[src/rtl/vga_if.sv]
// Signal bundle between the VGA timing generator and its pixel source / display sink.
// pix_req pulses for one clk with pix_x/pix_y valid; there is no ready, so the source
// must present pix_in for that coordinate before the next pixel tick.
interface vga_if #(
    parameter int CW = 4,
    parameter int XW = 10,
    parameter int YW = 10
) ();
    logic [1:0]      mode;
    logic [3*CW-1:0] color_in;
    logic [3*CW-1:0] pix_in;
    logic [XW-1:0]   pix_x;
    logic [YW-1:0]   pix_y;
    logic            pix_req;
    logic            line_start;
    logic            frame_start;
    logic            hsync;
    logic            vsync;
    logic            de;
    logic [CW-1:0]   red;
    logic [CW-1:0]   green;
    logic [CW-1:0]   blue;

    modport master (
        input  mode, color_in, pix_in,
        output pix_x, pix_y, pix_req, line_start, frame_start,
        output hsync, vsync, de, red, green, blue
    );

    modport slave (
        output mode, color_in, pix_in,
        input  pix_x, pix_y, pix_req, line_start, frame_start,
        input  hsync, vsync, de, red, green, blue
    );
endinterface

[src/rtl/vga_timing_gen.sv]
// Parametrised VGA timing generator: pixel-tick divider, x/y raster counters and a
// one-tick-delayed output register carrying sync, data enable and RGB.
module vga_timing_gen #(
    parameter int CW   = 4,
    parameter int DIV  = 4,
    parameter int HD   = 640,
    parameter int HF   = 16,
    parameter int HS   = 96,
    parameter int HB   = 48,
    parameter int VD   = 480,
    parameter int VF   = 10,
    parameter int VS   = 2,
    parameter int VB   = 33,
    parameter bit HPOL = 1'b0,
    parameter bit VPOL = 1'b0,
    parameter int XW   = 10,
    parameter int YW   = 10
) (
    input  logic clk,
    input  logic reset,
    vga_if.master bus
);
    localparam int HT  = HD + HF + HS + HB;
    localparam int VT  = VD + VF + VS + VB;
    localparam int DVW = (DIV > 1) ? $clog2(DIV) : 1;

    localparam logic [DVW-1:0] DIV_MAX  = DVW'(DIV - 1);
    localparam logic [XW-1:0]  X_MAX    = XW'(HT - 1);
    localparam logic [XW-1:0]  X_ACT    = XW'(HD);
    localparam logic [XW-1:0]  X_SYN_LO = XW'(HD + HF);
    localparam logic [XW-1:0]  X_SYN_HI = XW'(HD + HF + HS);
    localparam logic [YW-1:0]  Y_MAX    = YW'(VT - 1);
    localparam logic [YW-1:0]  Y_ACT    = YW'(VD);
    localparam logic [YW-1:0]  Y_SYN_LO = YW'(VD + VF);
    localparam logic [YW-1:0]  Y_SYN_HI = YW'(VD + VF + VS);

    localparam logic [1:0] MODE_EXT   = 2'd0;
    localparam logic [1:0] MODE_SOLID = 2'd1;
    localparam logic [1:0] MODE_BARS  = 2'd2;

    logic [DVW-1:0]  div_q, div_d;
    logic [XW-1:0]   x_q, x_d;
    logic [YW-1:0]   y_q, y_d;
    logic [1:0]      mode_q, mode_d;
    logic            hsync_q, hsync_d;
    logic            vsync_q, vsync_d;
    logic            de_q, de_d;
    logic [3*CW-1:0] rgb_q, rgb_d;

    logic            tick;
    logic            tick_out;
    logic            frame_first;
    logic            active;
    logic [1:0]      mode_eff;
    logic [2:0]      bar_idx;
    logic [3*CW-1:0] pattern;

    assign tick        = (div_q == DIV_MAX);
    assign tick_out    = tick && !reset;
    assign frame_first = (x_q == '0) && (y_q == '0);
    assign active      = (x_q < X_ACT) && (y_q < Y_ACT);
    // The new frame's mode already applies to its first pixel, hence the bypass.
    assign mode_eff    = frame_first ? bus.mode : mode_q;

    // Bar k starts at the first x with x*8 >= k*HD, i.e. ceil(k*HD/8).
    always_comb begin
        bar_idx = 3'd0;
        for (int k = 1; k < 8; k++) begin
            if (x_q >= XW'((k * HD + 7) / 8)) begin
                bar_idx = 3'(k);
            end
        end
    end

    always_comb begin
        pattern = bus.pix_in;
        case (mode_eff)
            MODE_EXT:   pattern = bus.pix_in;
            MODE_SOLID: pattern = bus.color_in;
            MODE_BARS:  pattern = {{CW{bar_idx[2]}}, {CW{bar_idx[1]}}, {CW{bar_idx[0]}}};
            default:    pattern = (x_q[3] ^ y_q[3]) ? ~bus.color_in : bus.color_in;
        endcase
    end

    always_comb begin
        div_d   = tick ? '0 : div_q + 1'b1;
        x_d     = x_q;
        y_d     = y_q;
        mode_d  = mode_q;
        hsync_d = hsync_q;
        vsync_d = vsync_q;
        de_d    = de_q;
        rgb_d   = rgb_q;
        if (tick) begin
            if (x_q == X_MAX) begin
                x_d = '0;
                y_d = (y_q == Y_MAX) ? '0 : y_q + 1'b1;
            end else begin
                x_d = x_q + 1'b1;
            end
            if (frame_first) begin
                mode_d = bus.mode;
            end
            hsync_d = ((x_q >= X_SYN_LO) && (x_q < X_SYN_HI)) ? HPOL : ~HPOL;
            vsync_d = ((y_q >= Y_SYN_LO) && (y_q < Y_SYN_HI)) ? VPOL : ~VPOL;
            de_d    = active;
            rgb_d   = active ? pattern : '0;
        end
    end

    always_ff @(posedge clk) begin
        if (reset) begin
            div_q   <= '0;
            x_q     <= '0;
            y_q     <= '0;
            mode_q  <= MODE_EXT;
            hsync_q <= ~HPOL;
            vsync_q <= ~VPOL;
            de_q    <= 1'b0;
            rgb_q   <= '0;
        end else begin
            div_q   <= div_d;
            x_q     <= x_d;
            y_q     <= y_d;
            mode_q  <= mode_d;
            hsync_q <= hsync_d;
            vsync_q <= vsync_d;
            de_q    <= de_d;
            rgb_q   <= rgb_d;
        end
    end

    assign bus.pix_x       = x_q;
    assign bus.pix_y       = y_q;
    assign bus.pix_req     = tick_out && active;
    assign bus.line_start  = tick_out && (x_q == '0);
    assign bus.frame_start = tick_out && frame_first;
    assign bus.hsync       = hsync_q;
    assign bus.vsync       = vsync_q;
    assign bus.de          = de_q;
    assign bus.red         = rgb_q[3*CW-1:2*CW];
    assign bus.green       = rgb_q[2*CW-1:CW];
    assign bus.blue        = rgb_q[CW-1:0];
endmodule

[src/flat_wrapper.sv]
// flat-port wrapper written by rule: the top's interface ports become plain ports
module vga_timing_gen_flat 
#(
    parameter int CW   = 4,
    parameter int DIV  = 4,
    parameter int HD   = 640,
    parameter int HF   = 16,
    parameter int HS   = 96,
    parameter int HB   = 48,
    parameter int VD   = 480,
    parameter int VF   = 10,
    parameter int VS   = 2,
    parameter int VB   = 33,
    parameter bit HPOL = 1'b0,
    parameter bit VPOL = 1'b0,
    parameter int XW   = 10,
    parameter int YW   = 10
)
  (clk, reset, bus_mode, bus_color_in, bus_pix_in, bus_pix_x, bus_pix_y, bus_pix_req, bus_line_start, bus_frame_start, bus_hsync, bus_vsync, bus_de, bus_red, bus_green, bus_blue);
  vga_if #(.CW(CW), .XW(XW), .YW(YW)) bus_i ();
  input  logic clk;
  input  logic reset;
  input wire logic [$bits(bus_i.mode)-1:0] bus_mode;
  input wire logic [$bits(bus_i.color_in)-1:0] bus_color_in;
  input wire logic [$bits(bus_i.pix_in)-1:0] bus_pix_in;
  output wire logic [$bits(bus_i.pix_x)-1:0] bus_pix_x;
  output wire logic [$bits(bus_i.pix_y)-1:0] bus_pix_y;
  output wire logic [$bits(bus_i.pix_req)-1:0] bus_pix_req;
  output wire logic [$bits(bus_i.line_start)-1:0] bus_line_start;
  output wire logic [$bits(bus_i.frame_start)-1:0] bus_frame_start;
  output wire logic [$bits(bus_i.hsync)-1:0] bus_hsync;
  output wire logic [$bits(bus_i.vsync)-1:0] bus_vsync;
  output wire logic [$bits(bus_i.de)-1:0] bus_de;
  output wire logic [$bits(bus_i.red)-1:0] bus_red;
  output wire logic [$bits(bus_i.green)-1:0] bus_green;
  output wire logic [$bits(bus_i.blue)-1:0] bus_blue;
  assign bus_i.mode = bus_mode;
  assign bus_i.color_in = bus_color_in;
  assign bus_i.pix_in = bus_pix_in;
  assign bus_pix_x = bus_i.pix_x;
  assign bus_pix_y = bus_i.pix_y;
  assign bus_pix_req = bus_i.pix_req;
  assign bus_line_start = bus_i.line_start;
  assign bus_frame_start = bus_i.frame_start;
  assign bus_hsync = bus_i.hsync;
  assign bus_vsync = bus_i.vsync;
  assign bus_de = bus_i.de;
  assign bus_red = bus_i.red;
  assign bus_green = bus_i.green;
  assign bus_blue = bus_i.blue;
  vga_timing_gen #(.CW(CW), .DIV(DIV), .HD(HD), .HF(HF), .HS(HS), .HB(HB), .VD(VD), .VF(VF), .VS(VS), .VB(VB), .HPOL(HPOL), .VPOL(VPOL), .XW(XW), .YW(YW)) u_core (.clk(clk), .reset(reset), .bus(bus_i));
endmodule
[config.mk]
export PLATFORM = sky130hd
export DESIGN_NAME = vga_timing_gen_flat
export DESIGN_NICKNAME = d
export VERILOG_FILES = /design/src/rtl/vga_if.sv /design/src/rtl/vga_timing_gen.sv /design/src/flat_wrapper.sv
export SDC_FILE = /design/constraint.sdc
export NUM_CORES = 1
export LEC_CHECK = 0
export CAP_MARGIN = 20
export CORE_AREA = 4 4 74 76
export DETAILED_ROUTE_END_ITERATION = 8
export DIE_AREA = 0 0 78 80
export PLACE_DENSITY = 0.78
export SLEW_MARGIN = 20
export SYNTH_ARGS = -nofsm -noshare
export SYNTH_HDL_FRONTEND = slang
export SYNTH_SLANG_ARGS = --single-unit
export TNS_END_PERCENT = 5
[constraint.sdc]
create_clock -name clk -period 2.9 [get_ports clk]
set_clock_uncertainty 0.05 [all_clocks]
set_input_delay 0.29 -clock clk [delete_from_list [all_inputs] [get_ports clk]]
set_output_delay 0.29 -clock clk [all_outputs]
set_load 0.02 [all_outputs]
# Word level (Yosys, flattened, before mapping)
# Index checks and enable logic that the tools add are counted.
[classes]
n_bitwise = 2
magnitude_cmp = 13
addsub = 3
eq_ne = 5
n_reduce_logical = 14
muxes = 15
[op_table]
columns = ["cell", "count"]
rows = [
  ["$ge A10 B9 Y1 const B", 4],
  ["$pmux W12 S3", 1],
  ["$mux W12", 2],
  ["$add A10 B1 Y10 const B", 2],
  ["$eq A10 B10 Y1 const B", 2],
  ["$ge A10 B10 Y1 const B", 2],
  ["$ge A10 B8 Y1 const B", 2],
  ["$logic_not A10 Y1", 2],
  ["$lt A10 B10 Y1 const B", 2],
  ["$lt A10 B9 Y1 const B", 2],
  ["$mux W10", 2],
  ["$mux W3", 4],
  ["$not A12 Y12", 1],
  ["$ge A10 B7 Y1 const B", 1],
  ["$logic_and A1 B1 Y1", 8],
  ["$mux W2", 3],
  ["$eq A2 B2 Y1 const B", 2],
  ["$mux W1", 3],
  ["$add A2 B1 Y2 const B", 1],
  ["$eq A2 B1 Y1 const B", 1],
  ["$logic_not A2 Y1", 1],
  ["$reduce_and A2 Y1", 1],
  ["$reduce_or A2 Y1", 1],
  ["$logic_not A1 Y1", 1],
  ["$xor A1 B1 Y1", 1],
]
[totals]
out_inout_bits = 38
ff_bits = 39

# Depth between registers and ports, before layout
# Gate-level depths: netlist of run 1.
[depth]
word_depth = 10
mapped_depth = 10
depth_no_buf = 8

# Worst setup path before layout of run 1
# OpenSTA, ideal clock, no wires.
[synth_timing]
kind = "register -> register"
start = "register u_core.x_q[0], in the netlist u_core.bus.pix_x[0]"
end = "register u_core.rgb_q[2]"
setup_ns = 0.134
setup_slack_ns = 0.666
path_stages_with_launch = 11
t_arrival_ns = 2.050
t_required_ns = 2.716
cell_sequence = "dfxtp_1 > inv_1 > ha_1 > nor4b_1 > and3_1 > clkbuf_1 > and2_4 > mux2i_1 > buf_6 > a2111oi_0 > a21oi_1"
[synth_between]
elab_chain_cells = 10
elab_cells_between_ends = 24
classes_between = "8 x order compare; 2 x eq/ne; 10 x mux; 4 x reduce/logical"
[synth_lines]
columns = ["element", "line", "source"]
rows = [
  ["start: declaration", "vga_timing_gen.sv:42", "logic [XW-1:0] x_q, x_d;"],
  ["start signal: assignment", "vga_timing_gen.sv:114", "x_q <= '0;"],
  ["start signal: assignment", "vga_timing_gen.sv:123", "x_q <= x_d;"],
  ["$ge A10 B7 Y1", "vga_timing_gen.sv:69", "if (x_q >= XW'((k * HD + 7) / 8)) begin"],
  ["$mux W1", "vga_timing_gen.sv:69", ""],
  ["$mux W2 (2 in a row)", "vga_timing_gen.sv:69", ""],
  ["$mux W3 (4 in a row)", "vga_timing_gen.sv:69", ""],
  ["$pmux W12 S3", "vga_timing_gen.sv:77", "case (mode_eff)"],
  ["$mux W12 *", "vga_timing_gen.sv:107", "rgb_d = active ? pattern : '0;"],
  ["end signal: assignment", "vga_timing_gen.sv:129", "rgb_q <= rgb_d;"],
  ["end: declaration", "vga_timing_gen.sv:48", "logic [3*CW-1:0] rgb_q, rgb_d;"],
]
# Every way passes the cells marked *; elsewhere a longest branch is shown, timed or not.
# A chain may end at the register's enable or synchronous reset.

# Final worst setup path of run 1
[layout_timing]
start = "register u_core.x_q[0], in the netlist u_core.bus.pix_x[0]"
end = "output bus_line_start"
[layout_between]
elab_chain_cells = 2
[layout_lines]
columns = ["element", "line", "source"]
rows = [
  ["$logic_not A10 Y1", "vga_timing_gen.sv:136", "assign bus.line_start = tick_out && (x_q == '0);"],
  ["$logic_and A1 B1 Y1", "vga_timing_gen.sv:136", ""],
  ["end: declaration", "flat_wrapper.sv:29", "output wire logic [$bits(bus_i.line_start)-1:0] bus_line_start;"],
]
# No other way between the ends.

==> summary.txt, run 1 <==
Clock tree
  – Clock transition at path regs: about 90 ps
  – Root Buffer: clkbuf_8
  – Post-CTS sizing: 0
  – Worst-skew pair later-pin latency: 300 ps
  – Cts hold-fix bufs: 0
  – Clock sink total: 39
  – H-Tree Depth: 2
  – TritonCTS Buffers: 5
  – CTS Buffer Depth: 2
  – CTS tree: yes
  – Setup bufs post-CTS: 0

Drt
  – Drc violations: 0
  – WL/cell: around 15 microns
  – Initial DRC count: 90
  – DRT Pass-1 Iters: 4
  – Final ANT Viol Nets: 0
  – WL final: 5990 microns
  – Vias: around 2200
  – Vias/cell: between 5 and 6

Power and ir drop
  – VDD IR max: between 0.2 and 0.25 mV
  – Gate power share: 14.8%
  – Int Power: 919 uW
  – Net Sw Frac: 24.0%
  – Seq pwr share: 46.0%
  – Sw Pwr: around 290 uW
  – Clock network fraction of design power: 39.1%
  – P_leak: 1.15 nW
  – Pwr per Cell Area: 390 nW/um^2

STA
  – Max Slew Vio Count: 0
  – Slew headroom: roughly 41%
  – Hold Violations, Final: 0
  – Fmax: between 0.3 and 0.4 GHz
  – Setup TNS: 0 ps
  – Final setup fails: 0
  – RSZ-0062 raised after global routing: no
  – Least-Margin Pin Slew: approximately 890 ps
  – Tcrit/Tclk final: 87.9%
  – Minimum clock period: 2550 ps

Synthesis
  – Largest family of logic cells by synthesized area: simple AND/OR/NAND/NOR gates
  – FF+latch count, synth: 39
  – Mux cell area share after synthesis: 8.83%
  – Synthesized cell area: roughly 2300 sq um
  – Unique cell type count in the Yosys netlist: 42
  – Ys flop type: dfxtp_1
  – EDFF count, synth: 0
  – Register area share after synthesis: 34.5%
  – Post-synthesis compound-gate area fraction: 16.9%
  – Async SR Flop Fraction: 0%
  – Mapped Nets: 315
  – Synth warn: 0
  – Simple-gate share of the synthesized area: 26.1%
  – Fraction of the mapped netlist area in adder cells: 2.76%
  – Syn Area/Cell: 8.04 sq um
  – Synth Area in XOR/XNOR: 6.18%
  – Post-Syn Instances: 282

Status
  – Status: finished clean

Worst setup path
  – WP data required: 2560 ps
  – Crit end category: output pin
  – Crit path max fanout: 6
  – CP Class: reg -> out
  – Crit path launch type: flop
  – R2r setup slk: 430 ps
  – CP arrival: ~2200 ps

Floorplan
  – Starting density of the core: 48.0%
  – Die width: 78 microns
  – Std-Cell Core Area: 4720 sq um
  – Io pins: 66
  – # rows: 25
  – Die Y: 80 microns
  – Full die area: 6240 sq um

Placed design
  – PortBufs: 65
  – Placed Instances: slightly above 400
  – Dpl hpwl: 4410 microns
  – RePlAce Congestion: 0.834

Cells and area
  – Finished Layout Cells: 412
  – Fillcell total: around 400
  – P&R area growth vs syn: 37.1%
  – Proportion of layout cells with a drive suffix above 1: 6.67%
  – # nets final: approximately 380
  – Antenna cells: 0

Job
  – Max-Cap Viols: 0

Global route
  – First-pass GRT wire length: 10200 microns
  – Vias in the first global route: 2144
  – Initial antenna violation count: 0
  – Largest net degree at the start of global routing: 15
  – Global route total overflow: 0
  – Total track usage: 20.1%

Worst hold path
  – Hold Crit Class: reg -> reg
-- worst max-delay path: stages, from the launching register on --
cell and delay (ps):
dfxtp_1 360, inv_1 70, ha_1 150, nor4b_1 210, and3_1 290, nor2b_1 200, clkdlybuf4s50_1 630
-- cells in the final DEF (no fill, tap or decap), types with 3 or more instances in the layout --
master,count
clkdlybuf4s50_1,64
dfxtp_1,39
nor2_1,35
nand2_1,33
mux2i_1,20
a21oi_1,19
inv_1,9
o21ai_0,9
xnor2_1,9
nor3_1,8
o221ai_1,8
buf_4,8
nand2b_1,7
nand4_1,7
xor2_1,7
nand3_1,6
clkbuf_8,6
ha_1,5
a22oi_1,4
o31ai_1,4
a2111oi_0,4
nor4b_1,3
or3_1,3
-- state kept, by name, summed over array words and instances, names as in the netlist --
register / cells
u_core.rgb_q: 12
u_core.mode_q: 2
u_core.bus.vsync: 1
u_core.bus.de: 1
u_core.div_q: 2
u_core.bus.pix_x: 10
u_core.bus.pix_y: 10
u_core.bus.hsync: 1
-- cells in the mapped netlist, types with 2 or more instances --
library cell	instances	area, sq um
a2111oi_0	4	35.0
a21oi_1	19	95.1
a221o_1	2	20.0
a22oi_1	4	30.0
and2_1	2	12.5
and3_1	2	12.5
buf_1	2	7.51
clkbuf_1	15	56.3
dfxtp_1	39	781
ha_1	5	62.6
inv_1	9	33.8
mux2i_1	20	200
nand2_1	33	124
nand2b_1	7	43.8
nand3_1	6	30.0
nand4_1	7	43.8
nor2_1	35	131
nor2b_1	2	12.5
nor3_1	8	40.0
nor4_1	2	12.5
nor4b_1	3	26.3
o21ai_0	9	45.0
o21bai_1	2	15.0
o221ai_1	8	70.1
o31ai_1	4	30.0
or3_1	3	18.8
xnor2_1	9	78.8
xor2_1	7	61.3
-- logic make-up after synthesis --
| group | count (synthesis) |
|---|---|
| flip-flops | 39 |
| adder cells (fa/ha/maj) | 5 |
| AO/OA/AOI/OAI | 57 |
| AND/OR/NAND/NOR | 118 |
| buffers and inverters | 27 |
| XOR/XNOR | 16 |
| multiplexers | 20 |
-- power by group through the flow --
stage / combinational [mW] / sequential [mW] / clock [mW]
final: 0.180 / 0.557 / 0.474
after detailed placement: 0.179 / 0.570 / 0
after global placement: 0.178 / 0.569 / 0
after global routing: 0.197 / 0.559 / 0.505
after floorplan: 0.0849 / 0.580 / 0
after CTS: 0.181 / 0.557 / 0.483
-- final timing paths --
check                                                 startpoint                            to  cells after the start
worst min register to register        u_core.div_q[0]$_SDFF_PP0_    u_core.div_q[0]$_SDFF_PP0_                      1
worst min-delay path                  u_core.div_q[0]$_SDFF_PP0_    u_core.div_q[0]$_SDFF_PP0_                      1
worst max register to register  u_core.bus.pix_x[0]$_SDFFE_PP0P_  u_core.rgb_q[9]$_SDFFE_PP0P_                      8
worst max-delay path            u_core.bus.pix_x[0]$_SDFFE_PP0P_                bus_line_start                      6
-- routing by layer --
layer | GRT usage (%) | vias up | share of wire [%]
met3 | 3.95 | 5 | 6.2
met5 | 0 | - | 0
li1 | - | 1126 | -
met1 | 26.3 | 1045 | 46
met4 | 5.42 | 0 | 0.68
met2 | 33.6 | 63 | 47
-- cell type report --
class	count	area [sq um]	area share, %
clock buffer	6	82.6	2.66
clock inverter	2	35.0	1.13
inverter	9	33.8	1.09
multi-input combinational	216	1380	44.3
sequential	39	781	25.1
tap	67	83.8	2.70
timing repair buffer	73	713	23.0
-- per-stage QoR --
| stage | setup WS (ps) | util, % | hold slack (ps) | cell area (sq um) | power (mW) |
|---|---|---|---|---|---|
| floorplan | 666 | - | 354 | 2270 | 0.665 |
| finish | 351 | 65.7 | 388 | 3110 | 1.21 |
| detailed placement | 440 | 63.2 | 383 | 2990 | 0.749 |
| global route | 186 | 65.7 | 411 | 3110 | 1.26 |
| CTS | 114 | 65.7 | 395 | 3100 | 1.22 |
| global placement | 459 | 63.2 | 370 | 2990 | 0.748 |
(Power assumes the default switching activity.)
==> run 2, diff against run 1 <==
--- a/config.mk
+++ b/config.mk
@@ -7,6 +7,7 @@
 export LEC_CHECK = 0
 export CAP_MARGIN = 20
 export CORE_AREA = 4 4 74 76
+export CTS_CLUSTER_DIAMETER = 150
 export DETAILED_ROUTE_END_ITERATION = 8
 export DIE_AREA = 0 0 78 80
 export PLACE_DENSITY = 0.78
==> results of run 2 <==
Same layout as run 1: the final DEF is identical, and so are final timing and power.
==> RTL change 1, RTL diff (flow settings as in run 1) <==
`HPOL` is set to 1'b0 in 2 places; all go to 1'b1.
--- a/src/rtl/vga_timing_gen.sv
+++ b/src/rtl/vga_timing_gen.sv
@@ -11,7 +11,7 @@
     parameter int VF   = 10,
     parameter int VS   = 2,
     parameter int VB   = 33,
-    parameter bit HPOL = 1'b0,
+    parameter bit HPOL = 1'b1,
     parameter bit VPOL = 1'b0,
     parameter int XW   = 10,
     parameter int YW   = 10
--- a/src/flat_wrapper.sv
+++ b/src/flat_wrapper.sv
@@ -11,7 +11,7 @@
     parameter int VF   = 10,
     parameter int VS   = 2,
     parameter int VB   = 33,
-    parameter bit HPOL = 1'b0,
+    parameter bit HPOL = 1'b1,
     parameter bit VPOL = 1'b0,
     parameter int XW   = 10,
     parameter int YW   = 10
Behaviour: not the same (Yosys sat finds a counterexample within 4 cycles, from zero or initial values and one cycle with reset high).
==> RTL change 1 against run 1 <==
Final area shrank 1.5%; setup slack worse by 56 ps; largest power group unchanged; global-route usage decreased by 0.75 points; die area did not move; power shrank 7.9%; clock power down 21%; first-iteration DRC count grew 21%; sequential cell count stayed put; non-clock buffer count grew 2; area after synthesis fell by 1.8%; sequential share of layout area is 0.38 points higher; wire length decreased by 1.9%.
==> RTL change 1: results (changes against run 1) <==
[outcome]
status = completed

[detailed_routing]
vias_per_cell = 5.33  ; -1.8%
detail_route.wirelength_um = 5880  ; -1.9%
drt-pass1-iter-count = 5  ; +1
drt-initial-drc-count = 109  ; +21%

[pwr]
max-vdd-ir-drop_uv = 313  ; +46%
leakage_uw = 0.00116  ; +0.79%

[global_routing]
grt_pass1_wl_um = 9680  ; -5.5%
global_routing_usage_summed_across_all_routing_layers = 0.193  ; -0.00755
first_global_vias = 2089  ; -2.6%
antenna_found_initial = 0  ; unchanged
grt_start_max_net_pins = 17  ; +2

[yosys]
synth_common_cells = dfxtp_1, nand2_1, nor2_1
synth-xor-area-share = 0.0669  ; +0.00505
async_reset_ff_frac = 0  ; unchanged
synthDistinctLibCells = 44  ; +4.8%
synthesis.nets = 315  ; unchanged
synthAdderAreaFrac = 0.0281  ; +0.000497
yosysSeqAreaShare = 0.351  ; +0.00620
synth_mux_area_frac = 0.0270  ; -0.0614
synth_compound_gate_area_share = 0.221  ; +0.0519
netlist_instances = 282  ; unchanged
synth_top_cells_by_area = dfxtp_1, nand2_1, a21oi_1, nor2_1, xnor2_1

[placed_design]
port-buffer-count = 65  ; unchanged
hpwl_um = 4390  ; -0.34%
post-place-ws_ps = 302  ; -138 ps
gp_congestion = 0.866  ; +3.8%
dpl.cell_count = 410  ; +1.5%

[final_layout]
largest-register = u_core.rgb_q
num-nets-final = 383  ; +1.6%
fillerInstances = 392  ; -2.2%
post_layout_nonfiller_instances = 418  ; +1.5%
post_route_cells_drive_above_1_share = 0.0741  ; +0.00741

[min_path]
hp-class = register to register

[critical_path]
worst_endpoint_data_arrival_time_ps = 2750  ; +540 ps
path_max_fanout = 9  ; +3

[clock_network]
post-cts-setup-buffer-count = 0  ; unchanged

[sta]
timing_worst_slew_pin_value_ps = 595  ; -292 ps

## RTL change 1: per-stage QoR
| stage | area [um^2] | util | hold slack (ps) |
|---|---|---|---|
| finish | 3060 | 0.648 | 379 |
| global route | 3060 | 0.648 | 422 |
| CTS | 3050 | 0.647 | 383 |
| detailed placement | 2970 | 0.628 | 371 |
| global placement | 2970 | 0.628 | 365 |
| floorplan | 2230 | - | 354 |
## RTL change 1: area by class of cell
type,count,area [um^2],share of cell area
multi-input cells,218,1330,0.436
flip-flops and latches,39,781,0.255
repair buffers,75,731,0.239
well taps,67,83.8,0.0274
clock buffers,5,68.8,0.0225
inverters,11,41.3,0.0135
clock inverters,3,20.0,0.00654
## RTL change 1: power by group
part / internal [uW] / leakage, uW / switching, uW
Combinational: 89.2 / 0.000804 / 91.9
Sequential: 550 / 0.000315 / 9.79
Clock: 167 / 0.0000402 / 206
## RTL change 1: worst paths after layout
path                       start         endpoint  slack, ps  cells after the start
max          u_core.bus.pix_x[3]  u_core.rgb_q[1]        300                      6
min              u_core.div_q[0]  u_core.div_q[0]        380                      1
max reg2reg  u_core.bus.pix_x[3]  u_core.rgb_q[1]        300                      6
min reg2reg      u_core.div_q[0]  u_core.div_q[0]        380                      1
## RTL change 1: critical path: stages (launching register included)
cell     delay (ps)
dfxtp_1         370
or4_1           510
or4_1           420
or4_4           440
and2_1          320
o31ai_1         300
o21ai_1          80
## RTL change 1: logic make-up (layout without fill, tap and decap cells)
family,Yosys count,count (layout)
AND/OR/NAND/NOR,116,116
AO/OA/AOI/OAI,74,74
flip-flops,39,39
buffers and inverters,25,94
XOR/XNOR,17,17
multiplexers,6,6
adder cells (fa/ha/maj),5,5
## RTL change 1: metal layers
| metal | track usage | wire [um] | part of all wire |
|---|---|---|---|
| met1 | 0.239 | 2630 | 0.45 |
| met4 | 0.0927 | 92 | 0.016 |
| met5 | 0 | 0 | 0 |
| met2 | 0.314 | 2690 | 0.46 |
| met3 | 0.0485 | 464 | 0.079 |
## RTL change 1: timing repair
action | CTS | global route
hold buffers | 0 | 0
gates resized for setup | 0 | 2
setup endpoints to repair | 0 | 2
hold endpoints to repair | 0 | 0
==> RTL change 2, RTL diff (flow settings as in run 1) <==
Made on the original files. Make the reset (`reset`) asynchronous in one clocked block.
--- a/src/rtl/vga_timing_gen.sv
+++ b/src/rtl/vga_timing_gen.sv
@@ -108,7 +108,7 @@
         end
     end
 
-    always_ff @(posedge clk) begin
+    always_ff @(posedge clk or posedge reset) begin
         if (reset) begin
             div_q   <= '0;
             x_q     <= '0;
Function: differs if reset is asserted again (counterexample within 10 cycles, from zero or initial values and one cycle with reset high); with reset held inactive, the same outputs for 10 cycles.
==> RTL change 2 against run 1 <==
Synthesized cell count is 3.2% higher; area after synthesis is 8.4% higher; wire length is 5.5% higher; count of clock-buffer cells in the layout is 1 lower; sequential cell count stayed put; global-route usage is 1.4 points higher; setup slack worse by 170 ps; final area is 6.7% higher; power is 5.7% lower; largest cell class unchanged; highest routed layer unchanged.
==> RTL change 2: results (changes against run 1) <==
[outcome]
status = completed

[yosys]
synth_common_cells = nand2_1, dfrtp_1, o21ai_0
synthDistinctLibCells = 43  ; +2.4%
netlist_instances = 291  ; +3.2%
yosysSeqAreaShare = 0.398  ; +0.0536
synth_top_cells_by_area = dfrtp_1, o21ai_0, nand2_1, a2bb2oi_1, nor2_1
async_reset_ff_frac = 1.00  ; +1.00
synth-main-ff-cell = dfrtp_1
yosys_warnings = 0  ; unchanged
synthesis.nets = 324  ; +2.9%

[final_layout]
num-nets-final = 392  ; +4.0%
post_route_cells_drive_above_1_share = 0.0917  ; +0.0250
largest-register = u_core.rgb_q
largest_register_ffs = 12  ; unchanged
n_antenna_cell = 0  ; unchanged
post_layout_nonfiller_instances = 427  ; +3.6%

[critical_path]
cp-startpoint = u_core.bus.pix_y[5]
critical_path.top_delay_family = simple AND/OR/NAND/NOR gates
worst_endpoint_data_arrival_time_ps = 2380  ; +170 ps
path_max_fanout = 4  ; -2
peak_per_stage_delay_on_the_critical_path_ps = 550  ; -80 ps
critical-path-slowest-cell = or4_4

[clock_network]
htree_levels = 2  ; unchanged
cts_made_buffers = 5  ; unchanged
cts_buffer_depth = 2  ; unchanged
post_cts.resized_instances = 1  ; +1
post-cts-setup-buffer-count = 0  ; unchanged
cts_root_buf = clkbuf_8
clk_pin_slew_ps = 80
worst_skew_pair.late_latency_ps = 300  ; about the same

[placed_design]
hpwl_um = 4620  ; +5.0%
post-place-ws_ps = 145  ; -296 ps
dpl.cell_count = 419  ; +3.7%
port-buffer-count = 65  ; unchanged
gp_congestion = 0.855  ; +2.5%

[detailed_routing]
metal3_wl_um = 442  ; +20%
drt-pass1-iter-count = 4  ; unchanged
drt-initial-drc-count = 135  ; +50%
dr_vias = 2323  ; +3.8%
met2WireLength_um = 3020  ; +7.3%
highest-signal-layer = met4
met1_length_um = 2770  ; +0.25%
routedWlPerCell_um = 14.8  ; +1.8%

[global_routing]
antenna_found_initial = 0  ; unchanged
global_routing_usage_summed_across_all_routing_layers = 0.214  ; +0.0137
first_global_vias = 2236  ; +4.3%
grt_start_max_net_pins = 40  ; +25
grt_pass1_wl_um = 10700  ; +4.2%

[pwr]
cell_internal_pwr_uw = 833  ; -9.4%
max-vdd-ir-drop_uv = 257  ; +20%
leakage_uw = 0.00140  ; +22%
p_seq_frac = 0.504  ; +0.044

[sta]
timing_worst_slew_pin_value_ps = 574  ; -313 ps

[min_path]
hp-class = register to register
startpoint_of_the_lowest_slack_hold_path = u_core.div_q[0]

RTL change 2: cell types whose count changed after synthesis, sizes merged, moves of 8 or more:
cell,delta
dfrtp,+37
a21o,+8
a2bb2oi,+12
o21ai,+28
nand2,+13
dfxtp,-39
o221ai,-8
nor2,-16
mux2i,-19
RTL change 2: worst register-to-register path, stage by stage, from the launching register on:
cell	delay, ps
dfrtp_1	390
or4_4	550
or4_4	520
o21a_1	230
o21ai_0	480
o21a_1	210
a2bb2oi_1	160
RTL change 2: area by class of cell:
| cell class | count | area (um^2) |
|---|---|---|
| fillers | 402 | 1410 |
| well taps | 67 | 83.8 |
| multi-input cells | 223 | 1370 |
| flip-flops and latches | 39 | 978 |
| repair buffers | 78 | 747 |
| clock inverters | 3 | 20.0 |
| clock buffers | 5 | 68.8 |
| inverters | 12 | 45.0 |
RTL change 2: logic make-up after synthesis:
group	Yosys count	share of synthesized area
compound gates	86	0.220
xor+xnor	13	0.0463
fa+ha+maj	7	0.0336
buf+inv	29	0.0473
flops	39	0.398
mux	6	0.0331
simple gates	111	0.221
RTL change 2: worst paths after layout:
path | to | slack [ps] | cells after the start
hold reg to reg | u_core.div_q[0] | 380 | 1
max in group asynchronous | u_core.bus.hsync | 1960 | 3
setup / recovery | bus_frame_start | 180 | 4
min in group asynchronous | u_core.mode_q[1] | 480 | 3
setup reg to reg | u_core.rgb_q[5] | 240 | 6
hold / removal | u_core.div_q[0] | 380 | 1
RTL change 2: layer usage:
| metal | up-vias | GRT usage |
|---|---|---|
| met4 | 0 | 0.0682 |
| met3 | 8 | 0.0508 |
| met2 | 76 | 0.350 |
| li1 | 1158 | - |
| met1 | 1081 | 0.281 |
| met5 | - | 0 |
RTL change 2: power groups by stage:
stage,registers [uW],clock network [uW],logic [uW]
after floorplan,605,0,76.7
final,575,375,190
after detailed placement,586,0,190
after global placement,586,0,188
after CTS,576,381,191
after global routing,579,403,207
RTL change 2: metrics by stage:
stage                     cell area [um^2]  total power [uW]
after floorplan                       2460               682
after global placement                3220               774
after detailed placement              3220               776
after CTS                             3310              1150
after global routing                  3310              1190
final                                 3310              1140
